## config.mk

```make
export PLATFORM = sky130hd
export DESIGN_NAME = stream_demux
export DESIGN_NICKNAME = d
export VERILOG_FILES = /design/src/rtl/stream_demux.sv
export SDC_FILE = /design/constraint.sdc
export NUM_CORES = 1
export LEC_CHECK = 0
export ABC_AREA = 1
export CORE_UTILIZATION = 48
export DETAILED_ROUTE_END_ITERATION = 10
export GPL_ROUTABILITY_DRIVEN = 0
export PLACE_DENSITY_LB_ADDON = 0.1
export SYNTH_ARGS = -nofsm -noshare
export SYNTH_HDL_FRONTEND = slang
export SYNTH_SLANG_ARGS = --single-unit
```

## constraint.sdc

```tcl
create_clock -name clk_i -period 2.45 [get_ports clk_i]
set_input_delay 0.735 -clock clk_i [delete_from_list [all_inputs] [get_ports clk_i]]
set_output_delay 0.735 -clock clk_i [all_outputs]
set_load 0.01 [all_outputs]
```

## src/rtl/stream_demux.sv

```systemverilog
// Registered valid/ready demux: routes or broadcasts one input beat into
// per-channel 1-entry output registers; out-of-range selects are dropped and counted.

module stream_demux_chan #(
  parameter int DataWidth = 32
) (
  input  logic                 clk_i,
  input  logic                 rst_ni,
  input  logic                 load_i,
  input  logic [DataWidth-1:0] data_i,
  input  logic                 ready_i,
  output logic                 valid_o,
  output logic [DataWidth-1:0] data_o
);

  logic                 valid_q, valid_d;
  logic [DataWidth-1:0] data_q, data_d;

  // A load wins over a drain, so drain+reload keeps valid high at full rate.
  always_comb begin
    valid_d = load_i | (valid_q & ~ready_i);
    data_d  = load_i ? data_i : data_q;
  end

  always_ff @(posedge clk_i or negedge rst_ni) begin
    if (!rst_ni) begin
      valid_q <= 1'b0;
      data_q  <= '0;
    end else begin
      valid_q <= valid_d;
      data_q  <= data_d;
    end
  end

  assign valid_o = valid_q;
  assign data_o  = data_q;

endmodule

module stream_demux #(
  parameter  int DataWidth  = 32,
  parameter  int NumOutputs = 8,
  parameter  int CntWidth   = 8,
  localparam int SelWidth   = (NumOutputs > 1) ? $clog2(NumOutputs) : 1
) (
  input  logic                  clk_i,
  input  logic                  rst_ni,
  input  logic [DataWidth-1:0]  data_i,
  input  logic                  valid_i,
  output logic                  ready_o,
  input  logic [SelWidth-1:0]   sel_i,
  input  logic                  bcast_i,
  output logic [DataWidth-1:0]  data_o [NumOutputs],
  output logic [NumOutputs-1:0] valid_o,
  input  logic [NumOutputs-1:0] ready_i,
  output logic                  err_o,
  input  logic                  clear_err_i,
  output logic [CntWidth-1:0]   drop_cnt_o
);

  localparam logic [CntWidth-1:0] CntMax = {CntWidth{1'b1}};

  logic [NumOutputs-1:0] mask, free, load;
  logic                  accept, drop;
  logic                  err_q, err_d;
  logic [CntWidth-1:0]   cnt_q, cnt_d;

  // An out-of-range sel matches no channel, which yields the all-zero drop mask.
  always_comb begin
    mask = '0;
    for (int i = 0; i < NumOutputs; i++) begin
      mask[i] = bcast_i | (sel_i == SelWidth'(i));
    end
  end

  // ready_o depends on ready_i combinationally but never on valid_i.
  assign free    = ~valid_o | ready_i;
  assign ready_o = &(~mask | free);
  assign accept  = valid_i & ready_o;
  assign load    = {NumOutputs{accept}} & mask;
  assign drop    = accept & (mask == '0);

  for (genvar g = 0; g < NumOutputs; g++) begin : g_chan
    stream_demux_chan #(.DataWidth(DataWidth)) u_chan (
      .clk_i   (clk_i),
      .rst_ni  (rst_ni),
      .load_i  (load[g]),
      .data_i  (data_i),
      .ready_i (ready_i[g]),
      .valid_o (valid_o[g]),
      .data_o  (data_o[g])
    );
  end

  // Clear has priority over a same-cycle drop; the counter saturates.
  always_comb begin
    err_d = err_q;
    cnt_d = cnt_q;
    if (clear_err_i) begin
      err_d = 1'b0;
      cnt_d = '0;
    end else if (drop) begin
      err_d = 1'b1;
      if (cnt_q != CntMax) cnt_d = cnt_q + CntWidth'(1);
    end
  end

  always_ff @(posedge clk_i or negedge rst_ni) begin
    if (!rst_ni) begin
      err_q <= 1'b0;
      cnt_q <= '0;
    end else begin
      err_q <= err_d;
      cnt_q <= cnt_d;
    end
  end

  assign err_o      = err_q;
  assign drop_cnt_o = cnt_q;

endmodule

```

Yosys cells after proc, flatten, opt, wreduce, memory -nomap -nowiden
Index checks and enable logic that the tools add are counted.
{"block": "totals", "regBits": 273, "latchBits": 0, "mem_bits_rw": 0, "rom_bits": 0, "input_bits": 48, "output_inout_bits": 274, "word_cells": 77, "n_memories": 0}
{"block": "op_classes", "addsub": 1, "n_mul": 0, "div": 0, "n_lt_le_gt_ge": 0, "n_eq_ne": 8, "n_shift": 0, "mux": 5, "n_bitwise": 39, "n_reduce_logical": 6}
{"operator": "$mux W8", "count": 3}
{"operator": "$not A8 Y8", "count": 2}
{"operator": "$or A1 B1 Y1", "count": 16}
{"operator": "$or A8 B8 Y8", "count": 2}
{"operator": "$eq A3 B3 Y1 const B", "count": 4}
{"operator": "$and A1 B1 Y1", "count": 10}
{"operator": "$add A8 B1 Y8 const B", "count": 1}
{"operator": "$and A8 B8 Y8", "count": 1}
{"operator": "$logic_not A8 Y1", "count": 1}
{"operator": "$ne A8 B8 Y1 const B", "count": 1}
{"operator": "$not A1 Y1", "count": 8}
{"operator": "$reduce_and A8 Y1", "count": 1}
{"operator": "$eq A3 B2 Y1 const B", "count": 2}
{"operator": "$reduce_bool A2 Y1", "count": 2}
{"operator": "$eq A3 B1 Y1 const B", "count": 1}
{"operator": "$logic_not A3 Y1", "count": 1}
{"operator": "$mux W1", "count": 2}
{"operator": "$reduce_and A2 Y1", "count": 1}

Longest topological paths before layout
Gate-level depths: netlist of run 1.
{"block": "depth", "word_depth": 9, "depth_mapped": 12, "mapped_depth_nobuf": 10}

Cells and area by module
Synthesis of run 1 repeated with hierarchy kept, for this count alone.
{"block": "hier_totals", "cells_unflattened": 1217, "hier_area_um2": 11257.0}
{"module": "stream_demux_chan", "instances": 8, "cells_each": 140, "area_per_inst_um2": 1326.3, "seq_area_each_um2": 825.8}
{"module": "stream_demux", "instances": 1, "cells_each": 97, "area_per_inst_um2": 646.9, "seq_area_each_um2": 225.2}

Worst setup path before layout of run 1
Ideal clock, no wire load.
{"block": "synth_timing", "path_type": "input to output", "start": "input port bcast_i", "end": "output port ready_o", "t_arrival_ps": 1473, "required_time_ps": 1715, "slack_ps": 242, "path_stages": 7, "cell_sequence": "inv_2 > nand2_1 > nand2_1 > nand2_1 > nor2_1 > nand2_1 > inv_1"}
{"block": "synth_via", "elab_chain_len": 4, "elab_cells_between_ends": 11}
{"item": "from (decl)", "line": "52", "rtl": "input logic bcast_i,"}
{"item": "$or A1 B1 Y1", "line": "72", "rtl": "mask[i] = bcast_i | (sel_i == SelWidth'(i));"}
{"item": "$not A8 Y8 (*)", "line": "78", "rtl": "assign ready_o = &(~mask | free);"}
{"item": "$or A8 B8 Y8 (*)", "line": "78"}
{"item": "$reduce_and A8 Y1 (*)", "line": "78"}
{"item": "to (decl)", "line": "50", "rtl": "output logic ready_o,"}
Every way passes the cells marked *; elsewhere a longest branch is shown, timed or not.

Worst setup path after layout of run 1
Ends and elaborated chain as after synthesis.

==> results of run 1 <==
-- worst max-delay path, cell delays in order --
cell	delay (ns)
clkdlybuf4s15_1	0.22
clkinv_4	0.13
nand2_2	0.09
nand2_2	0.07
nand2_1	0.05
nor2_1	0.10
nand2_1	0.07
inv_1	0.06
buf_2	0.12
-- worst paths after layout --
path,from,end,cells after the start
setup / recovery,bcast_i,ready_o,9
hold / removal,rst_ni,g_chan[0].u_chan.data_o[6],1
setup reg to reg,g_chan[3].u_chan.valid_o,g_chan[7].u_chan.data_o[7],15
hold reg to reg,g_chan[1].u_chan.data_o[6],g_chan[1].u_chan.data_o[6],2
max in group asynchronous,rst_ni,g_chan[7].u_chan.data_o[1],2
min in group clk_i,ready_i[4],g_chan[4].u_chan.valid_o,2
-- timing repair --
item,4_1_cts,5_1_grt
endpoints found under the setup margin,1,1
resized for setup,23,15
buffers inserted,6,0
pin swaps,6,4
hold endpoints to repair,0,0
-- power by group through the flow --
stage	clock, uW	combinational (uW)	sequential [uW]
6_report	4290	7970	7440
5_1_grt	4520	8620	7630
4_1_cts	4360	8030	7420
3_5_place_dp	0	8000	7440
3_3_place_gp	0	7860	7440
2_1_floorplan	0	2380	8160
-- layout make-up --
class                      instances  area (um^2)
clock buffer                      42          845
timing repair buffer             388         3960
inverter                          23         91.3
sequential                       273         6830
clock inverter                     6         80.1
tap                              319          399
fill                            1902         7470
multi-input combinational        840         3720
-- routing by layer --
layer | part of all wire | vias to the layer above
met5 | 0 | -
met4 | 0.030 | 0
met3 | 0.086 | 71
met2 | 0.49 | 458
met1 | 0.40 | 4804
li1 | - | 4571
-- cells in the final DEF (no fill, tap or decap) --
master,instances
nor2_2,2
clkinv_4,1
buf_8,1
nor2_4,1
buf_4,46
nor2_8,2
nand2_2,13
buf_12,21
clkdlybuf4s50_1,307
dlymetal6s2s_1,1
nand2_1,524
bufinv_16,2
clkbuf_16,29
nand3_1,262
nand4_4,8
clkinv_2,4
nor2_1,18
inv_1,21
buf_2,4
o21ai_1,8
clkbuf_1,6
dlygate4sd2_1,7
inv_2,1
nand2_4,2
clkdlybuf4s15_1,1
dfrtp_1,273
clkbuf_8,7
-- flip-flops by register name (all words and copies together), names as in the netlist --
register,flops
g_chan.u_chan.data_o,256
drop_cnt_o,8
g_chan.u_chan.valid_o,8
err_o,1
-- stage by stage --
stage / util / worst slack, ns / area [um^2]
final: 0.681 / 0.0611 / 15900
after global routing: 0.681 / -0.0342 / 15900
after floorplan: - / 0.242 / 11400
after global placement: 0.639 / -0.676 / 14900
after detailed placement: 0.639 / -0.717 / 14900
after CTS: 0.680 / 0.0108 / 15900
-- kinds of logic (layout without fill, tap and decap cells) --
kind of cell,after synthesis,after routing,synth area share
and+or+nand+nor,832,832,0.319
AOI/OAI and AO/OA,8,8,0.00351
buffers and inverters,141,459,0.0787
DFF,273,273,0.598
==> metrics.yaml, run 1 <==
run_status:
  status: "finished clean"
global_route:
  grt_util_met2: 0.495
  grt_pass1_wl_um: 55900
  first_global_vias: 9653
  grt_usage: 0.299
  grt_max_degree: 54
  top_usage_layer: "met2"
  grt-ovfl-total: 0
  antenna_found_initial: 0
  grt_util_met1: 0.390
  grtUsageMet3: 0.0670
pwr:
  p_clk_frac: 0.218
  comb_power_share: 0.405
  p_sw_uw: 6560
  p_leak_uw: 0.00792
  powerDensity_nw_per_um2: 1240
  fin_total_pwr_uw: 19700
  p_sw_frac: 0.333
  irDropWorstVdd_mv: 0.626
  cellInternalPower_uw: 13100
  power_frac_seq: 0.377
floorplan:
  initial_utilization: 0.488
  dieHeight_um: 156
  core_area_um2: 23400
  rows: 56
  io_pins: 322
  dieArea_um2: 24400
  die_width_um: 156
cts:
  ctsHoldBuffers: 0
  clock-root-buffer: "clkbuf_16"
  cts_buffers: 28
  cts.path.max_buffers: 3
  clk_latency_ns: 0.54
  clkTransAtPathRegs_ns: 0.06
  cts_tree: "done"
  htree_levels: 1
  clock_sinks: 273
finish:
  finalNonFillerCells: 1891
  drive_gt1_frac: 0.0916
  area_growth_pct: 39.5
  n_antenna_cell: 0
  nNetsFinal: 1602
synth:
  yosysMostFrequentCell: "nand2_1"
  yosysTopAreaCellShare: 0.598
  synth_fp_nets: 1302
  yosys-top-cells-area: "dfrtp_1 (60%), nand2_1 (17%), nand3_1 (11%)"
  yosysSeqAreaShare: 0.598
  yosys_warnings: 0
  async_flop_share: 1.00
  synth.avg_cell_area_um2: 9.10
  synthCells: 1254
  synth_top_area_cell: "dfrtp_1"
  ys.flop_type: "dfrtp_1"
  ys_ff_latch: 273
  synth_commonest_cells: "nand2_1 (531), dfrtp_1 (273), nand3_1 (262)"
  synth_edf_count: 0
  synth_area_um2: 11400
  synth.distinct_cells: 16
setup_path:
  worstPathRequired_ns: 1.71
  cp-end-kind: "output pin"
  critical_path_class: "input pin to output pin"
  rrSetupSlack_ns: 0.30
  startpoint_type: "input pin"
  cp_max_fo: 8
  cp.arrival_ns: 1.65
detailed_routing:
  vias: 9904
  wirelength_um: 35800
  dr.pass1.iters: 5
  drt.antenna.violating_nets: 0
  drc: 0
  first_iter_violations: 593
  wire_per_inst_um: 18.9
  viasPerCell: 5.24
place:
  hpwlAfterDp_um: 23700
  placedCellCount: 1837
  io_buffers: 321
job:
  drv_cap: 0
timing:
  fin_worst_skew_ns: 0.0149
  drv_slew: 0
  maxSlewHeadroom: 0.659
  period_share: 0.975
  post-route-min-period_ns: 2.39
  hold_ws_ns: 0.129
  worst_pin_slew_ns: 0.512
  setup_viol_count_final: 0
  fin_tns_setup_ns: 0
  hold_viol: 0
  fmax_mhz: 419
hold_path:
  holdCritPathClass: "input pin to async pin"
(Power assumes the default switching activity.)
==> run 2, diff against run 1 <==
CELL_PAD_IN_SITES_DETAIL_PLACEMENT = 0   (was unset)
CELL_PAD_IN_SITES_GLOBAL_PLACEMENT = 2   (was unset)
CORE_UTILIZATION = 30   (was 48)
GPL_TIMING_DRIVEN = 0   (was unset)
clock period = 2.8 ns   (was 2.45 ns; I/O delays follow)
==> metrics.yaml, run 2 (synthesis results as in run 1) <==
run_status:
  status: "finished clean"
cts:
  ctsHoldBuffers: 0
  clk_latency_ns: 0.52
  htree_levels: 2
  cts_buffers: 34
  cts.path.max_buffers: 3
  clock-root-buffer: "clkbuf_16"
  clkTransAtPathRegs_ns: 0.05
  clock_sinks: 273
  cts_tree: "done"
timing:
  worst_pin_slew_ns: 0.725
  setup_viol_count_final: 0
  hold_viol: 0
  post-route-min-period_ns: 2.75
  maxSlewHeadroom: 0.517
  fin_tns_setup_ns: 0
  worst_slack_ns: 0.0492
  hold_ws_ns: 0.284
  drv_slew: 0
  period_share: 0.982
  fin_worst_skew_ns: 0.0144
  fmax_mhz: 364
place:
  preCtsSetupSlack_ns: -1.01
  io_buffers: 287
  hpwlAfterDp_um: 29700
  placedCellCount: 2054
finish:
  drive_gt1_frac: 0.127
  n_antenna_cell: 0
  largest_register_ffs: 256
  nNetsFinal: 1637
  final_cell_mix: "nand2_1 (520), clkdlybuf4s50_1 (280), dfrtp_1 (273)"
  final_common_cell: "nand2_1"
  area_growth_pct: 43.2
  finalNonFillerCells: 2124
setup_path:
  reg2reg_depth: 13
  critical_path_class: "input pin to output pin"
  worstPathRequired_ns: 1.96
  cp-end-kind: "output pin"
  startpoint_type: "input pin"
  cp_max_fo: 2
  cp.arrival_ns: 1.91
pwr:
  fin_total_pwr_uw: 17800
  powerDensity_nw_per_um2: 1090
  p_leak_uw: 0.00807
  irDropWorstVdd_mv: 0.550
detailed_routing:
  highest_layer: "met4"
  route.met2.wl_um: 20200
  first_iter_violations: 578
  met3_length_um: 2850
  wirelength_um: 43400
  vias: 9772
  wire_per_inst_um: 20.4
  drc: 0
  m1WireLength_um: 19900
  dr.pass1.iters: 7
  drt.antenna.violating_nets: 0
  viasPerCell: 4.60
floorplan:
  die_width_um: 197
  dieArea_um2: 38800
  rows: 71
  io_pins: 322
  dieHeight_um: 197
  initial_utilization: 0.304
  core_area_um2: 37600
global_route:
  first_global_vias: 9713
  grt_usage: 0.225
  grt-ovfl-total: 0
  grt_pass1_wl_um: 64900
  grt_max_degree: 110
  antenna_found_initial: 1
job:
  drv_cap: 0
hold_path:
  holdCritPathClass: "input pin to async pin"
==> run 2: cell types whose count changed in the layout (fill, tap and decap cells not counted), sizes merged <==
cell | before | now
clkbuf | 42 | 103
clkdlybuf4s50 | 307 | 280
buf | 72 | 79
dlygate4sd2 | 7 | 0
clkinv | 5 | 8
inv | 22 | 25
clkdlybuf4s18 | 0 | 1
==> run 2: repair_timing <==
item / CTS / global route
pin swaps: 8 / 5
endpoints found under the setup margin: 2 / 1
endpoints found under the hold margin: 0 / 0
buffers inserted: 8 / 2
gates resized for setup: 55 / 18
==> run 2: path summary, 6_finish.rpt <==
kind	start	end	slack, ns
min reg2reg	g_chan[1].u_chan.data_o[4]	g_chan[1].u_chan.data_o[4]	0.47
max reg2reg	g_chan[4].u_chan.valid_o	g_chan[2].u_chan.data_o[11]	0.77
max	ready_i[5]	ready_o	0.05
max in group asynchronous	rst_ni	g_chan[7].u_chan.data_o[25]	1.53
min in group clk_i	g_chan[1].u_chan.data_o[4]	g_chan[1].u_chan.data_o[4]	0.47
min	rst_ni	g_chan[1].u_chan.data_o[3]	0.28
==> run 2: worst max-delay path: stages <==
cell             delay (ns)
clkdlybuf4s50_1        0.43
nor2_2                 0.20
nand2_2                0.09
nand2_1                0.07
nor2_1                 0.03
nand2_1                0.08
inv_1                  0.05
buf_6                  0.12
==> run 2: final cells by class <==
type	count	area, um^2
multi-input combinational	840	3900
inverter	23	115
clock inverter	12	108
clock buffer	48	943
tap	511	639
buffer	118	812
timing repair buffer	299	3000
sequential	273	6830
fill	3755	21200
==> run 2: per-layer routing <==
| metal | global-route usage | vias to the layer above |
|---|---|---|
| li1 | - | 4646 |
| met1 | 0.314 | 4825 |
| met2 | 0.358 | 262 |
| met3 | 0.0538 | 39 |
| met4 | 0.0408 | 0 |
| met5 | 0 | - |
==> run 2: power breakdown <==
part | switching [uW] | internal [uW]
Sequential | 920 | 5530
Clock | 1750 | 2460
Combinational | 3420 | 3710
==> run 2: metrics by stage <==
| step | utilization | area [um^2] |
|---|---|---|
| after floorplan | - | 11400 |
| after global placement | 0.397 | 14900 |
| after detailed placement | 0.399 | 15000 |
| after CTS | 0.434 | 16300 |
| after global routing | 0.435 | 16300 |
| final | 0.435 | 16300 |
